<file path="src/rtl/fsm_serial_tx.sv">
// fsm_serial_tx
//   Serial transmitter, one bit per clock. Each frame is a start bit (0),
//   DATA_BITS data bits LSB first, an optional parity bit and STOP_BITS stop
//   bits (1). The line idles high. Words arrive over a valid/ready handshake.
//   in_ready is also raised in the final stop cycle, so frames can follow
//   each other with no idle gap.
// Ports
//   clk         in   1          clock, all logic on posedge
//   reset       in   1          synchronous, active-high
//   in_data     in   DATA_BITS  word to send, sampled on handshake
//   in_valid    in   1          source has a word
//   in_ready    out  1          block can accept a word this cycle
//   tx_out      out  1          serial line, registered, idle high
//   busy        out  1          frame in progress (start..last stop bit)
//   frame_done  out  1          1-cycle pulse during the final stop-bit cycle
module fsm_serial_tx #(
    parameter int DATA_BITS  = 8,
    parameter int PARITY_EN  = 0,
    parameter int PARITY_ODD = 0,
    parameter int STOP_BITS  = 1
) (
    input  logic                 clk,
    input  logic                 reset,
    input  logic [DATA_BITS-1:0] in_data,
    input  logic                 in_valid,
    output logic                 in_ready,
    output logic                 tx_out,
    output logic                 busy,
    output logic                 frame_done
);

    // One counter serves both the data phase and the stop phase.
    localparam int CNT_MAX = (DATA_BITS > STOP_BITS) ? DATA_BITS : STOP_BITS;
    localparam int CNT_W   = (CNT_MAX > 1) ? $clog2(CNT_MAX) : 1;

    localparam logic [CNT_W-1:0] DATA_LAST = CNT_W'(DATA_BITS - 1);
    localparam logic [CNT_W-1:0] STOP_LAST = CNT_W'(STOP_BITS - 1);
    localparam logic [CNT_W-1:0] CNT_ZERO  = CNT_W'(0);
    localparam logic [CNT_W-1:0] CNT_ONE   = CNT_W'(1);

    typedef enum logic [2:0] {
        S_IDLE   = 3'd0,
        S_START  = 3'd1,
        S_DATA   = 3'd2,
        S_PARITY = 3'd3,
        S_STOP   = 3'd4
    } state_t;

    // Parity bit for a word: even parity unless PARITY_ODD is set.
    function automatic logic parity_of(input logic [DATA_BITS-1:0] word);
        return (^word) ^ (PARITY_ODD != 32'sd0);
    endfunction

    state_t                 state_r, state_s;
    logic [CNT_W-1:0]       cnt_r, cnt_s;
    logic [DATA_BITS-1:0]   shift_r, shift_s;
    logic                   par_r, par_s;
    logic                   tx_r, tx_s;
    logic                   busy_r, busy_s;
    logic                   done_r, done_s;
    logic                   ready_r, ready_s;
    logic                   hs_s;
    logic                   last_stop_s;

    // A transfer happens only while the registered ready is high.
    assign hs_s = in_valid & ready_r;

    // Next-state logic plus the values every output register takes next.
    // Outputs are computed from the upcoming state so that each one is a
    // flop that already shows the new phase in the cycle it begins.
    always_comb begin
        state_s     = state_r;
        cnt_s       = cnt_r;
        shift_s     = shift_r;
        par_s       = par_r;
        tx_s        = 1'b1;
        busy_s      = 1'b0;
        done_s      = 1'b0;
        ready_s     = 1'b0;
        last_stop_s = 1'b0;

        case (state_r)
            S_IDLE: begin
                if (hs_s) begin
                    state_s = S_START;
                    cnt_s   = CNT_ZERO;
                    shift_s = in_data;
                    par_s   = parity_of(in_data);
                end else begin
                    state_s = S_IDLE;
                end
            end
            S_START: begin
                state_s = S_DATA;
                cnt_s   = CNT_ZERO;
            end
            S_DATA: begin
                if (cnt_r == DATA_LAST) begin
                    cnt_s = CNT_ZERO;
                    if (PARITY_EN != 32'sd0) begin
                        state_s = S_PARITY;
                    end else begin
                        state_s = S_STOP;
                    end
                end else begin
                    cnt_s   = cnt_r + CNT_ONE;
                    shift_s = shift_r >> 1'b1;
                end
            end
            S_PARITY: begin
                state_s = S_STOP;
                cnt_s   = CNT_ZERO;
            end
            S_STOP: begin
                if (cnt_r == STOP_LAST) begin
                    cnt_s = CNT_ZERO;
                    // A word accepted in the last stop cycle starts the next
                    // frame straight away.
                    if (hs_s) begin
                        state_s = S_START;
                        shift_s = in_data;
                        par_s   = parity_of(in_data);
                    end else begin
                        state_s = S_IDLE;
                    end
                end else begin
                    cnt_s = cnt_r + CNT_ONE;
                end
            end
            default: begin
                state_s = S_IDLE;
                cnt_s   = CNT_ZERO;
            end
        endcase

        case (state_s)
            S_IDLE:   tx_s = 1'b1;
            S_START:  tx_s = 1'b0;
            S_DATA:   tx_s = shift_s[0];
            S_PARITY: tx_s = par_s;
            S_STOP:   tx_s = 1'b1;
            default:  tx_s = 1'b1;
        endcase

        last_stop_s = (state_s == S_STOP) && (cnt_s == STOP_LAST);
        busy_s      = (state_s != S_IDLE);
        done_s      = last_stop_s;
        ready_s     = (state_s == S_IDLE) || last_stop_s;
    end

    // State, datapath and output registers with synchronous reset.
    always_ff @(posedge clk) begin
        if (reset) begin
            state_r <= S_IDLE;
            cnt_r   <= CNT_ZERO;
            shift_r <= {DATA_BITS{1'b0}};
            par_r   <= 1'b0;
            tx_r    <= 1'b1;
            busy_r  <= 1'b0;
            done_r  <= 1'b0;
            ready_r <= 1'b1;
        end else begin
            state_r <= state_s;
            cnt_r   <= cnt_s;
            shift_r <= shift_s;
            par_r   <= par_s;
            tx_r    <= tx_s;
            busy_r  <= busy_s;
            done_r  <= done_s;
            ready_r <= ready_s;
        end
    end

    assign tx_out     = tx_r;
    assign busy       = busy_r;
    assign frame_done = done_r;
    assign in_ready   = ready_r;

endmodule
</file>
<file path="config.mk">
export PLATFORM = sky130hd
export DESIGN_NAME = fsm_serial_tx
export DESIGN_NICKNAME = d
export VERILOG_FILES = /design/src/rtl/fsm_serial_tx.sv
export SDC_FILE = /design/constraint.sdc
export NUM_CORES = 1
export LEC_CHECK = 0
export CAP_MARGIN = 10
export CORE_MARGIN = 3
export CORE_UTILIZATION = 54
export DETAILED_ROUTE_END_ITERATION = 6
export HOLD_SLACK_MARGIN = 0.1
export PLACE_DENSITY = 0.81
export SLEW_MARGIN = 25
export SYNTH_ARGS = -nofsm -noshare
export SYNTH_HDL_FRONTEND = slang
export SYNTH_SLANG_ARGS = --single-unit
</file>
<file path="constraint.sdc">
create_clock -name clk -period 3.55 [get_ports clk]
set_input_delay 0.71 -clock clk [delete_from_list [all_inputs] [get_ports clk]]
set_output_delay 0.71 -clock clk [all_outputs]
set_load 0.01 [all_outputs]
</file>
==> out/qor.csv <==
metric,value,unit
setup_viol,0,
die_x,46.5,um
coreArea,1420,um^2
die_area,2160,um^2
area_growth,17.3,%
grt_antenna_before_repair,0,
critPathLaunch,in_ready$_SDFF_PP1_,
drt_wl_total,1.84,mm
grt_usage,21.0,%
drv_cap,0,
place_congestion,0.875,
finalSetupTns,0,ns
final_area,1040,um^2
min_to,shift_r[2]$_SDFFE_PP0P_,
clk_latency,0.29,ns
end_kind,output port,
cts_tree,built,
synth_ff_type,dfxtp_1,
worstMarginPinSlew,0.619,ns
fin_nets,121,
final_common_cell,dfxtp_1,
drc,0,
routed_via_density,6.34,
crit_path_max_fanout,4,
cts-htree-levels,1,
synth_compound_area_share,26.6,%
synth.distinct_cells,32,
grt_util_met1,25.1,%
seq_area_frac_synth,40.7,%
synthMuxAreaShare,0,%
cpLargestDelayFamily,buffers and inverters,
reg2reg_depth,6,
hold_depth,2,
cp.buffers_inverters,1,
skew,0.00200,ns
p_leak,0.363,nW
cts_setup_buffers,0,
ctsResizeCount,0,
path_class,reg -> out,
grt_pass1_wl,3.17,mm
synth_top_family_by_area,compound AO/OA/AOI/OAI gates,
async_reset_ff_share,0,%
crit_path_top_delay_cell,clkdlybuf4s50_1,
synth_cells,94,
io_pins,15,
required,2.84,ns
synthSimpleGateAreaFrac,22.8,%
hold_viol,0,
critPathArrivalTime,1.22,ns
clkSlewWorstSetupHoldPaths,0.09,ns
pwr_density_cell,420,nW/um^2
grt_use_met3,7.03,%
final_cell_mix,"dfxtp_1 (18), clkdlybuf4s50_1 (14), a21oi_1 (12)",
num_antenna_cells,0,
final_antenna_net_count,0,
busiest_layer,met2,
dieHeight,46.5,um
cts_buffers,3,
slew_headroom,58.6,%
dp_slack,1.33,ns
start_util,62.5,%
cts_max_path_buffers,2,
r2r-end,in_ready$_SDFF_PP1_,
hold_start,shift_r[2]$_SDFFE_PP0P_,
grt_use_met2,35.7,%
worstReg2RegStart,cnt_r[0]$_SDFF_PP0_,
fillCellCount,114,
cp_num_cells,1,
rsz0062_at_grt,no,
drt_pre_antenna_iters,4,
initialDrtViolationCount,24,
holdBufCountCts,0,
clock_sinks,18,
routedWlPerCell,15.2,um
yosysWarningCount,0,
syn_area,885,um^2
slowest_delay,0.55,ns
first_global_vias,729,
avgSynthCellArea,9.41,um^2
irDropWorstVdd,0.000349,V
io_buffers,14,
worstHoldPathType,reg -> reg,
rows,13,
timing.fmax,518,MHz
synthesis.nets,108,
cp_cell_sequence,clkdlybuf4s50_1,
grt_start_max_net_pins,18,
startpoint_type,flip-flop,
reg2reg_slack,1.66,ns
finalMaxSlewViolations,0,
min_period_over_period,54.4,%
yosys.area_share.xor_xnor,0,%
hpwl,1.34,mm
synth_edf_count,0,
drive_above_1_share,9.43,%
dr_total_vias,767,
synth_seq_cells,18,
setup_ws,1.62,ns
cts_root_buf,clkbuf_4,
period_minus_slack,1.93,ns
synth_fa_ha_area_share,4.24,%
grt_overflow,0,
status,"complete, no violations",
place_area,1000,um^2
## worst reg2reg max path, cell delays in order, from the launching register on
cell and delay [ns]:
dfxtp_1 0.35, ha_1 0.21, ha_1 0.26, nor4b_4 0.49, a211oi_1 0.14, nor3_2 0.22, o31ai_1 0.09
## cells by family after synthesis
| logic type | Yosys count |
|---|---|
| fa+ha+maj | 3 |
| flops | 18 |
| buf+inv | 8 |
| simple gates | 32 |
| compound gates | 33 |
## flip-flops by register name, summed over array words and instances, names as in the netlist
signal,flops
busy,1
cnt_r,3
frame_done,1
in_ready,1
shift_r,8
state_r,3
tx_out,1
## worst max-delay path by stage
stage          slack [ns]                       to
2_1_floorplan        1.89        tx_out$_SDFF_PP1_
3_3_place_gp         1.42  shift_r[1]$_SDFFE_PP0P_
3_5_place_dp         1.33  shift_r[1]$_SDFFE_PP0P_
4_1_cts              1.61                 in_ready
5_1_grt              1.54                 in_ready
6_report             1.62                 in_ready
## stage by stage
step           hold WS [ns]  util [%]  total power [mW]  instances
2_1_floorplan         0.448         -             0.289         94
3_3_place_gp          0.455      70.7             0.313        117
3_5_place_dp          0.466      70.7             0.317        117
4_1_cts               0.482      73.3             0.438        121
5_1_grt               0.501      73.3             0.461        121
6_report              0.477      73.3             0.436        121
## synthesized netlist by cell type (all sizes together) (2+ instances only)
cell     n  area (um^2)
dfxtp   18          360
a21oi   12         60.1
nand3    9         45.0
a22oi    7         52.6
a211oi   4         42.5
buf      4         35.0
nand2b   4         25.0
nor2     4         15.0
ha       3         37.5
nand2    3         11.3
nor2b    3         18.8
o21ai    3         15.0
a221oi   2         23.8
clkbuf   2         7.51
inv      2         7.51
nor3     2         15.0
nor4     2         12.5
## per-layer routing
metal	vias to the layer above	part of all wire, %
met1	361	47
met2	24	46
met3	2	6.4
met4	0	0.54
met5	-	0
li1	380	-
## cell type report
cell class,count,area [um^2],share of cell area [%]
multi-input combinational,68,474,45.7
tap,15,18.8,1.81
inverter,2,7.51,0.724
sequential,18,360,34.7
clock buffer,4,36.3,3.50
timing repair buffer,14,140,13.5
## power breakdown
part	switching [mW]	internal, mW
registers	0.0128	0.216
logic	0.0419	0.0415
clock network	0.0609	0.0625
Note: power is estimated with default switching activity, not from simulation.
